[src/rtl/vga_test_pattern.sv]
// vga_test_pattern: 640x480@60 VGA timing generator with colour bars and a button-driven inverted box.
// Ports:
//   clk         25 MHz pixel clock
//   rst         asynchronous, active-low reset
//   bntr, bntl  move-right / move-left buttons, active-high, asynchronous to clk
//   VGA_Hsync_n, VGA_Vsync_n  active-low syncs, registered
//   VGA_R, VGA_G, VGA_B       1-bit colour channels, registered
//   clkout      combinational copy of clk
// Optional: define BORDER_EN to draw a one-pixel white frame around the visible area.
module vga_test_pattern #(
    parameter int H_VISIBLE = 640,
    parameter int H_FP      = 16,
    parameter int H_SYNC    = 96,
    parameter int H_BP      = 48,
    parameter int V_VISIBLE = 480,
    parameter int V_FP      = 10,
    parameter int V_SYNC    = 2,
    parameter int V_BP      = 33,
    parameter int BOX_SIZE  = 32,
    parameter int STEP      = 4
) (
    input  logic clk,
    input  logic rst,
    input  logic bntr,
    input  logic bntl,
    output logic VGA_Hsync_n,
    output logic VGA_Vsync_n,
    output logic VGA_R,
    output logic VGA_G,
    output logic VGA_B,
    output logic clkout
);
    localparam logic [9:0] H_LAST   = 10'(H_VISIBLE + H_FP + H_SYNC + H_BP - 1);
    localparam logic [9:0] V_LAST   = 10'(V_VISIBLE + V_FP + V_SYNC + V_BP - 1);
    localparam logic [9:0] HS_FIRST = 10'(H_VISIBLE + H_FP);
    localparam logic [9:0] HS_LAST  = 10'(H_VISIBLE + H_FP + H_SYNC - 1);
    localparam logic [9:0] VS_FIRST = 10'(V_VISIBLE + V_FP);
    localparam logic [9:0] VS_LAST  = 10'(V_VISIBLE + V_FP + V_SYNC - 1);
    localparam logic [9:0] H_VIS    = 10'(H_VISIBLE);
    localparam logic [9:0] V_VIS    = 10'(V_VISIBLE);
    localparam logic [9:0] V_MOVE   = 10'(V_VISIBLE - 1);
    localparam logic [9:0] BAR_W    = 10'(H_VISIBLE / 8);
    localparam logic [9:0] BOX_Y0   = 10'((V_VISIBLE - BOX_SIZE) / 2);
    localparam logic [9:0] BOX_Y1   = 10'((V_VISIBLE + BOX_SIZE) / 2);
    localparam logic [10:0] BOX_W   = 11'(BOX_SIZE);
    localparam logic [9:0] X_MAX    = 10'(H_VISIBLE - BOX_SIZE);
    localparam logic [9:0] X_RST    = 10'((H_VISIBLE - BOX_SIZE) / 2);
    localparam logic [9:0] STEP_W   = 10'(STEP);

    logic [9:0]  h_cnt, v_cnt, box_x, box_nx;
    logic [10:0] step_r;
    logic [1:0]  r_sync, l_sync;
    logic [2:0]  bar, rgb;
    logic        line_end, visible, in_box, border, move_r, move_l;

    assign clkout   = clk;
    assign line_end = h_cnt == H_LAST;
    assign visible  = h_cnt < H_VIS && v_cnt < V_VIS;
    assign bar      = 3'(h_cnt / BAR_W);
    // Box end compared in 11 bits so box_x + BOX_SIZE cannot wrap.
    assign in_box   = h_cnt >= box_x && {1'b0, h_cnt} < {1'b0, box_x} + BOX_W &&
                      v_cnt >= BOX_Y0 && v_cnt < BOX_Y1;
`ifdef BORDER_EN
    assign border   = visible && (h_cnt == 10'd0 || h_cnt == H_VIS - 10'd1 ||
                                  v_cnt == 10'd0 || v_cnt == V_VIS - 10'd1);
`else
    assign border   = 1'b0;
`endif
    assign rgb      = !visible ? 3'b000 : border ? 3'b111 : in_box ? ~bar : bar;

    // Pressing both buttons cancels out; left clamps before subtracting to avoid underflow.
    assign move_r   = r_sync[1] & ~l_sync[1];
    assign move_l   = l_sync[1] & ~r_sync[1];
    assign step_r   = {1'b0, box_x} + {1'b0, STEP_W};
    assign box_nx   = move_r ? (step_r > {1'b0, X_MAX} ? X_MAX : step_r[9:0]) :
                      move_l ? (box_x < STEP_W ? 10'd0 : box_x - STEP_W) : box_x;

    always_ff @(posedge clk or negedge rst) begin
        if (!rst) begin
            h_cnt       <= '0;
            v_cnt       <= '0;
            box_x       <= X_RST;
            r_sync      <= '0;
            l_sync      <= '0;
            VGA_Hsync_n <= 1'b1;
            VGA_Vsync_n <= 1'b1;
            {VGA_R, VGA_G, VGA_B} <= 3'b000;
        end else begin
            r_sync <= {r_sync[0], bntr};
            l_sync <= {l_sync[0], bntl};
            h_cnt  <= line_end ? '0 : h_cnt + 10'd1;
            if (line_end)
                v_cnt <= v_cnt == V_LAST ? '0 : v_cnt + 10'd1;
            // Counters are about to enter (V_VISIBLE, 0): once-per-frame box update.
            if (line_end && v_cnt == V_MOVE)
                box_x <= box_nx;
            VGA_Hsync_n <= !(h_cnt >= HS_FIRST && h_cnt <= HS_LAST);
            VGA_Vsync_n <= !(v_cnt >= VS_FIRST && v_cnt <= VS_LAST);
            {VGA_R, VGA_G, VGA_B} <= rgb;
        end
    end
endmodule

[config.mk]
export PLATFORM = sky130hd
export DESIGN_NAME = vga_test_pattern
export DESIGN_NICKNAME = d
export VERILOG_FILES = /design/src/rtl/vga_test_pattern.sv
export SDC_FILE = /design/constraint.sdc
export NUM_CORES = 1
export LEC_CHECK = 0
export BUFFER_PORTS_ARGS = -buffer_cell sky130_fd_sc_hd__buf_2
export CAP_MARGIN = 20
export CORE_ASPECT_RATIO = 0.9
export CORE_MARGIN = 10
export CORE_UTILIZATION = 41
export CTS_CLUSTER_DIAMETER = 200
export DETAILED_ROUTE_END_ITERATION = 6
export SLEW_MARGIN = 25
export SYNTH_ARGS = -nofsm -noshare
export SYNTH_HDL_FRONTEND = slang
export SYNTH_SLANG_ARGS = --single-unit
[constraint.sdc]
create_clock -name clk -period 3.5 [get_ports clk]
set_input_delay 0.175 -clock clk [delete_from_list [all_inputs] [get_ports clk]]
set_output_delay 0.175 -clock clk [all_outputs]
set_load 0.02 [all_outputs]
==> results.toml <==
[outcome]
status = "complete, no violations"

[finish]
fin_area_um2 = 2900
final_cell_mix = "32 x dfrtp_1, 22 x nand2_1, 22 x o21ai_0, 22 x ha_1, 20 x nor2_1"
final_cells = 392
final_common_cell = "dfrtp_1"
utilization_pct = 46.9
syn_to_final_growth_pct = 9.66
drive_above_1_share_pct = 12.1
final_nets = 330
fillers = 601
antenna_cells = 0

[global_route]
grt_max_degree = 38
track_usage_pct = 12.7
grt_first_pass_wirelength_mm = 10.5
grt_pass1_vias = 2133
grt_overflow = 0
antenna_found_initial = 0

[power_and_ir_drop]
p_leak_nw = 1.20
power_density_nw_per_um2 = 301
vdd_drop_max_mv = 0.192
total_power_mw = 0.872

[synth]
synth_cell_types = 63
syn_inst = 294
synthFlopType = "dfrtp_1"
seq_area_frac_synth_pct = 35.3
synth_enable_flop_cells = 0
syn_area_um2 = 2640
postSynthAreaPerCell_um2 = 8.98
synth_fp_nets = 320
synth_warnings = 0
ys_ff_latch = 37
async_flop_share_pct = 100

[critical_path]
crit_type = "reg -> reg"
cpPeakStageDelay_ns = 0.63
path_buf_inv = 0
crit_path_cell_trace = "ha_1 -> nand3_1 -> xnor2_1 -> ha_1 -> a2111oi_0 -> nand2_1 -> o21a_1 -> a211o_1 -> xor2_1 -> nor2_1"
slowest_stage = "dfstp_2"
arrival_ns = 2.98
critical-path-top-delay-family = "compound AO/OA/AOI/OAI gates"
cp.required_ns = 3.83
critPathMostFrequentCell = "ha_1"
cp_max_fo = 10
critPathCaptureType = "flip-flop"
cp-start-kind = "flip-flop"

[placed_design]
dp_cells = 378
hpwl_mm = 4.23
gp_congestion = 0.883
place.port_buffers = 9
placed_cell_area_um2 = 2740
pre_cts_slack_ns = 0.836

[cts]
cts_tree = "yes"
clkTransAtPathRegs_ns = 0.08
worstSkewPairLatency_ns = 0.40

[die]
num_rows = 27
dieHeight_um = 96.1
io_pins = 10
dieArea_um2 = 10100
die_x_um = 105
core_area_um2 = 6180
initial_core_util_pct = 42.7

[sta]
slew_headroom_pct = 42.4
min_period_over_period_pct = 75.7
hold_viol = 0
fmax_mhz = 377
finalMaxSlewViolations = 0
worst_pin_slew_ns = 0.864
fin_crit_ns = 2.65
tns_ns = 0
hold_ws_ns = 0.352
setup_violations = 0
fin_ws_ns = 0.851
finalClockSkew_ns = 0.00741
rsz0062_at_grt = "no"

[drt]
wl_per_cell_um = 15.4
drc_errors = 0
drtAntennaViolNets = 0
via_count = 2194
dr.pass1.iters = 4
wirelength_mm = 6.03
vias_per_cell = 5.60
first_iter_violations = 91

[flow_run]
maxCapViolations = 0

[hold_path]
hold_path_class = "reg -> reg"
routing by layer:
metal	part of all wire (%)	GRT usage (%)	vias to the layer above
met5	0	0	-
met4	0.98	4.00	0
met3	3.8	3.81	6
met2	45	19.8	38
met1	50	16.6	1049
li1	-	-	1101
area by class of cell:
class,count,area [um2],share of cell area [%]
flip-flops and latches,37,932,32.2
well taps,87,109,3.76
repair buffers,11,70.1,2.42
clock inverters,2,15.0,0.518
multi-input cells,227,1580,54.7
clock buffers,10,119,4.10
inverters,18,67.6,2.33
power by group:
group | total (mW) | internal, mW | switching [mW] | leakage (nW)
Combinational | 0.0214 | 0.00617 | 0.0152 | 0.664
Clock | 0.420 | 0.221 | 0.199 | 0.0629
Sequential | 0.430 | 0.430 | 0.000586 | 0.475
Total | 0.872 | 0.657 | 0.215 | 1.20
Yosys cell counts, drive strengths merged, types with 3 or more instances:
| cell type | n | area (um2) |
|---|---|---|
| nand2 | 22 | 82.6 |
| ha | 22 | 275 |
| nand3 | 15 | 80.1 |
| dfrtp | 32 | 801 |
| inv | 18 | 67.6 |
| o22ai | 3 | 18.8 |
| dfstp | 5 | 131 |
| nand2b | 4 | 25.0 |
| o211ai | 5 | 37.5 |
| nor3 | 8 | 40.0 |
| o31ai | 3 | 22.5 |
| a21o | 4 | 30.0 |
| and3 | 5 | 36.3 |
| xnor2 | 9 | 78.8 |
| o21a | 5 | 37.5 |
| a31oi | 4 | 25.0 |
| buf | 7 | 37.5 |
| nand4 | 8 | 56.3 |
| clkbuf | 5 | 20.0 |
| a21oi | 14 | 73.8 |
| nor2 | 21 | 81.3 |
| o21ai | 26 | 130 |
| xor2 | 7 | 61.3 |
| or3 | 5 | 31.3 |
| nor4 | 3 | 40.0 |
timing repair:
item | CTS | global route
setup buffers | 0 | 0
hold endpoints to repair | 34 | 0
hold buffers | 3 | 0
endpoints found under the setup margin | 0 | 0
resized for setup | 0 | 0
registers in the layout, indices dropped and copies added, names as in the netlist, 2 cells and up:
signal,cells
h_cnt,10
v_cnt,10
box_x,8
l_sync,2
r_sync,2
path summary, 6_finish.rpt:
check / start / end / slack, ns / cells after the start
max: box_x[5]$_DFFE_PN1P_ / VGA_R$_DFF_PN0_ / 0.85 / 10
min: l_sync[0]$_DFF_PN0_ / l_sync[1]$_DFF_PN0_ / 0.35 / 0
max reg2reg: box_x[5]$_DFFE_PN1P_ / VGA_R$_DFF_PN0_ / 0.85 / 10
min reg2reg: l_sync[0]$_DFF_PN0_ / l_sync[1]$_DFF_PN0_ / 0.35 / 0
max in group asynchronous: rst / box_x[9]$_DFFE_PN0P_ / 2.53 / 2
min in group asynchronous: rst / VGA_R$_DFF_PN0_ / 0.42 / 2
cells by family (layout without fill, tap and decap cells):
logic type / after synthesis / in the layout / share of synthesized area [%]
adder cells (fa/ha/maj): 22 / 22 / 10.4
AND/OR/NAND/NOR: 104 / 104 / 22.3
multiplexers: 2 / 2 / 0.805
buffers and inverters: 30 / 41 / 4.74
AO/OA/AOI/OAI: 83 / 83 / 21.1
flip-flops: 37 / 37 / 35.3
XOR/XNOR: 16 / 16 / 5.31
No activity file was read; power rests on OpenSTA's default activity.
